<file path="src/rtl/booth_radix4_seq_ctrl.sv">
// ============================================================================
// Module      : booth_radix4_seq_ctrl
// Description : Sequential signed radix-4 Booth multiplier controller. It
//               processes one recoded digit per clock and pulses done when
//               the product is ready.
//               Optional feature macro: BOOTH_CLEAR_EN (adds the clear input).
// Revision    : 1.0 - initial release
// ============================================================================
`default_nettype none

module booth_radix4_seq_ctrl #(
    parameter int WIDTH = 4
) (
    input  logic                 clk,
    input  logic                 rst,
    input  logic                 start,
`ifdef BOOTH_CLEAR_EN
    input  logic                 clear,
`endif
    input  logic [WIDTH-1:0]     multiplicand,
    input  logic [WIDTH-1:0]     multiplier,
    output logic                 busy,
    output logic                 done,
    output logic [2*WIDTH-1:0]   product
);

    generate
        if ((WIDTH < 4) || ((WIDTH % 2) != 0)) begin : g_bad_width
            $error("booth_radix4_seq_ctrl: WIDTH must be even and >= 4");
        end
    endgenerate

    localparam int                 c_cnt_w = $clog2(WIDTH/2 + 1);
    localparam logic [c_cnt_w-1:0] c_steps = c_cnt_w'(WIDTH/2);
    localparam logic [c_cnt_w-1:0] c_one   = c_cnt_w'(1);

    typedef enum logic [1:0] {
        ST_IDLE = 2'd0,
        ST_RUN  = 2'd1,
        ST_DONE = 2'd2
    } state_t;

    state_t                 r_state;
    state_t                 w_state_next;
    logic [WIDTH-1:0]       r_mreg;
    logic [WIDTH+1:0]       r_a;
    logic [WIDTH-1:0]       r_q;
    logic                   r_qm1;
    logic [c_cnt_w-1:0]     r_count;
    logic [2*WIDTH-1:0]     r_product;

    logic                   w_clear;
    logic                   w_accept;
    logic                   w_last_step;
    logic [WIDTH+1:0]       w_m_ext;
    logic [WIDTH+1:0]       w_m2;
    logic [WIDTH+1:0]       w_addend;
    logic [WIDTH+1:0]       w_sum;
    logic [WIDTH+1:0]       w_a_next;
    logic [WIDTH-1:0]       w_q_next;

`ifdef BOOTH_CLEAR_EN
    assign w_clear = clear;
`else
    assign w_clear = 1'b0;
`endif

    // Clear outranks start, so an accept never happens in a clearing cycle.
    assign w_accept    = start && !w_clear &&
                         ((r_state == ST_IDLE) || (r_state == ST_DONE));
    assign w_last_step = (r_count == c_one);

    assign busy    = (r_state == ST_RUN);
    assign done    = (r_state == ST_DONE);
    assign product = r_product;

    always_ff @(posedge clk or posedge rst) begin
        if (rst) begin
            r_state <= ST_IDLE;
        end else begin
            r_state <= w_state_next;
        end
    end

    always_comb begin
        w_state_next = r_state;
        case (r_state)
            ST_IDLE: if (w_accept) w_state_next = ST_RUN;
            ST_RUN:  if (w_last_step) w_state_next = ST_DONE;
            ST_DONE: w_state_next = w_accept ? ST_RUN : ST_IDLE;
            default: w_state_next = ST_IDLE;
        endcase
        if (w_clear) begin
            w_state_next = ST_IDLE;
        end
    end

    // The accumulator is two bits wider than the operand so that +/-2M never overflows.
    assign w_m_ext = {{2{r_mreg[WIDTH-1]}}, r_mreg};
    assign w_m2    = {w_m_ext[WIDTH:0], 1'b0};

    always_comb begin
        w_addend = '0;
        case ({r_q[1:0], r_qm1})
            3'b001, 3'b010: w_addend = w_m_ext;
            3'b011:         w_addend = w_m2;
            3'b100:         w_addend = -w_m2;
            3'b101, 3'b110: w_addend = -w_m_ext;
            default:        w_addend = '0;
        endcase
    end

    assign w_sum    = r_a + w_addend;
    assign w_a_next = {{2{w_sum[WIDTH+1]}}, w_sum[WIDTH+1:2]};
    assign w_q_next = {w_sum[1:0], r_q[WIDTH-1:2]};

    always_ff @(posedge clk or posedge rst) begin
        if (rst) begin
            r_mreg    <= '0;
            r_a       <= '0;
            r_q       <= '0;
            r_qm1     <= 1'b0;
            r_count   <= '0;
            r_product <= '0;
        end else if (w_clear) begin
            r_count <= '0;
        end else if (w_accept) begin
            r_mreg  <= multiplicand;
            r_a     <= '0;
            r_q     <= multiplier;
            r_qm1   <= 1'b0;
            r_count <= c_steps;
        end else if (r_state == ST_RUN) begin
            r_a     <= w_a_next;
            r_q     <= w_q_next;
            r_qm1   <= r_q[1];
            r_count <= r_count - c_one;
            if (w_last_step) begin
                r_product <= {w_a_next[WIDTH-1:0], w_q_next};
            end
        end
    end

endmodule

`default_nettype wire

</file>
<file path="config.mk">
export PLATFORM = sky130hd
export DESIGN_NAME = booth_radix4_seq_ctrl
export DESIGN_NICKNAME = d
export VERILOG_FILES = /design/src/rtl/booth_radix4_seq_ctrl.sv
export SDC_FILE = /design/constraint.sdc
export NUM_CORES = 1
export LEC_CHECK = 0
export BUFFER_PORTS_ARGS = -buffer_cell sky130_fd_sc_hd__buf_2
export CORE_ASPECT_RATIO = 0.7
export CORE_MARGIN = 1
export CORE_UTILIZATION = 30
export DETAILED_ROUTE_END_ITERATION = 10
export MAX_ROUTING_LAYER = met4
export PLACE_DENSITY_LB_ADDON = 0.08
export SLEW_MARGIN = 10
export SYNTH_ARGS = -nofsm -noshare
export SYNTH_HDL_FRONTEND = slang
export SYNTH_SLANG_ARGS = --single-unit
</file>
<file path="constraint.sdc">
create_clock -name clk -period 6.6 [get_ports clk]
set_input_delay 1.65 -clock clk [delete_from_list [all_inputs] [get_ports clk]]
set_output_delay 1.65 -clock clk [all_outputs]
set_load 0.005 [all_outputs]
</file>
==> impl_metrics.csv <==
group,metric,value,unit
worst_setup_path,worst_ep_required_time,4950,ps
sta,setup_viol,0,
synthesis,yosysUniqueCellTypes,39,
synthesis,yosys.area.top_type,"dfrtp_1",
synthesis,synth.top_cell.area_share,43.67,%
route,drc,0,
clocking,clock_sinks,25,
route,drt_pass1_iterations,5,
synthesis,syn_avg_cell_area,9.680,µm²
floorplanning,start_util,32.16,%
route,via_count,1057,
floorplanning,core_area,0.004454,mm²
synthesis,yosysSeqAreaShare,43.67,%
clocking,tritoncts,"done",
sta,rsz0062_at_grt,"false",
synthesis,syn_nets,167,
clocking,clockRootBuffer,"clkbuf_8",
route,vias_per_cell,4.805,
route,routed_wl,3045,µm
synthesis,synth-compound-area-share,17.99,%
sta,maxSlewViolCount,0,
clocking,cts_resized,0,
synthesis,yosysWarnings,0,
synthesis,ys_seq_elements,25,
route,drtIter0Drc,45,
clocking,numCtsBuffers,3,
worst_setup_path,crit_type,"flip-flop to primary output",
synthesis,synth.cell_area,0.001433,mm²
synthesis,synthSimpleGateAreaFrac,13.71,%
global_route,grt_pass1_vias,1026,
synthesis,synth_flop_cell,"dfrtp_1",
worst_setup_path,cp.arrival,1320,ps
clocking,cts_buffer_depth,2,
layout,syn_to_final_growth,12.49,%
sta,post-route-period-util,45.07,%
layout,antenna-diode-count,0,
sta,worst_pin_slew,969.4,ps
floorplanning,ios,21,
min_path,hold_class,"flip-flop to flip-flop",
synthesis,synthMuxAreaShare,6.201,%
global_route,grt_antenna_before_repair,0,
sta,relSlewSlack,35.30,%
layout,fin_nets,185,
clocking,cts_htree_levels,1,
sta,fin_worst_skew,2.734,ps
synthesis,synth_edf_count,0,
worst_setup_path,end_kind,"primary output",
floorplanning,dieArea,0.005060,mm²
sta,fin_crit,2975,ps
synthesis,synth_top_family_by_area,"compound AO/OA/AOI/OAI gates",
placement,dp_hpwl,2345,µm
job,maxCapViolCount,0,
floorplanning,num_rows,20,
route,final_antenna_net_count,0,
worst_setup_path,cp-start-kind,"flip-flop",
clocking,ctsHoldBuffers,0,
layout,ff_latch_area,625.6,µm²
worst_setup_path,worstPathMaxFanout,14,
sta,hold_viol_final,0,
synthesis,synth_fa_ha_area_share,7.511,%
sta,finalSetupTns,0,ps
layout,multi_input_area,734.5,µm²
layout,layout-drive-gt1-share,17.58,%
synthesis,syn-instance-count,148,
sta,clock.fmax,336.2,MHz
global_route,grt_max_degree,26,
global_route,grt_overflow,0,
floorplanning,die_w,84.60,µm
placement,place_congestion,0.7976,
run_status,status,"complete, no violations",
placement,io_buffers,20,
clocking,cts_setup_buffers,0,
synthesis,synthArstFlopShare,100.0,%
layout,fill_cells,476,
route,wire_per_inst,13.84,µm
global_route,grt_pass1_wl,5154,µm
synthesis,synth_area_leaders,"dfrtp_1, ha_1, mux2_1",
global_route,grt_usage,13.95,%
clocking,clk_latency,270,ps
floorplanning,fp.dieH,59.82,µm
synthesis,yosys.area_share.xor_xnor,5.852,%
clocking,clk_pin_slew,90,ps
-- cells in the final DEF, fill, tap and decap left out, drive strengths merged, types with 2 or more instances in the layout --
cell,Yosys,layout
inv,10,10
a21oi,7,7
xnor2,2,2
o21bai,2,2
nand2,20,20
nor2b,2,2
buf,2,20
mux2,7,7
clkbuf,5,4
dfrtp,25,25
nand2b,5,5
a21o,2,2
nor2,9,9
o22ai,6,6
ha,7,7
o21ai,15,15
xor2,5,5
-- metal layers --
metal	vias to the layer above	share of wire, %	track usage, %
li1	545	-	-
met1	493	56	19.95
met2	17	40	20.09
met3	2	3.6	3.729
met4	0	0.33	2.179
met5	-	0	-
-- registers in the layout, summed over array words and instances, names as in the netlist --
| register | flops |
|---|---|
| product | 8 |
| r_a | 4 |
| r_mreg | 4 |
| r_q | 4 |
| r_count | 2 |
| r_state | 2 |
| r_qm1 | 1 |
-- kinds of logic after synthesis --
| kind of cell | count (synthesis) |
|---|---|
| adder cells (fa/ha/maj) | 8 |
| buffers and inverters | 17 |
| multiplexers | 8 |
| flip-flops | 25 |
| XOR/XNOR | 8 |
| AND/OR/NAND/NOR | 42 |
| AO/OA/AOI/OAI | 40 |
-- final cells by class --
type                    count  share of cell area, %
clock buffers               4                  2.795
multi-input cells         106                  45.57
repair buffers             20                  6.211
inverters                  10                  2.329
flip-flops and latches     25                  38.82
well taps                  55                  4.270
-- cell usage after synthesis, types with 4 or more instances --
| master | count |
|---|---|
| a21oi_1 | 6 |
| clkbuf_1 | 4 |
| dfrtp_1 | 25 |
| ha_1 | 7 |
| inv_1 | 8 |
| mux2_1 | 7 |
| nand2_1 | 20 |
| nand2b_1 | 5 |
| nor2_1 | 9 |
| o21ai_1 | 14 |
| o22ai_1 | 6 |
| xor2_1 | 5 |
-- metrics by stage --
| stage | instance area, µm² | hold WS, ps | setup WS, ps | utilization (%) | instances |
|---|---|---|---|---|---|
| 2_1_floorplan | 1433 | 454.5 | 4099 | - | 148 |
| 3_3_place_gp | 1567 | 462.8 | 3888 | 35.17 | 216 |
| 3_5_place_dp | 1567 | 474.0 | 3885 | 35.17 | 216 |
| 4_1_cts | 1612 | 494.3 | 3626 | 36.18 | 220 |
| 5_1_grt | 1612 | 527.1 | 3517 | 36.18 | 220 |
| 6_report | 1612 | 486.7 | 3625 | 36.18 | 220 |
-- worst max-delay path, cell delays in order, from the launching register on --
cell and delay, ps:
dfrtp_1 380, nand2b_1 390, inv_2 150, buf_2 120
-- worst paths after layout --
path                             from          to  slack [ps]  depth (start not counted)
hold / removal             product[5]  product[5]         490                          2
setup / recovery           r_state[1]        busy        3630                          3
max in group asynchronous         rst  r_state[0]        4420                          2
min in group asynchronous         rst  product[5]        1590                          2
setup reg to reg            r_mreg[0]      r_a[4]        4010                         12
hold reg to reg            product[5]  product[5]         490                          2
Power is left out: the tool's default activity adds up to more than one toggle a clock period on the data nets, which glitch-free logic cannot reach.
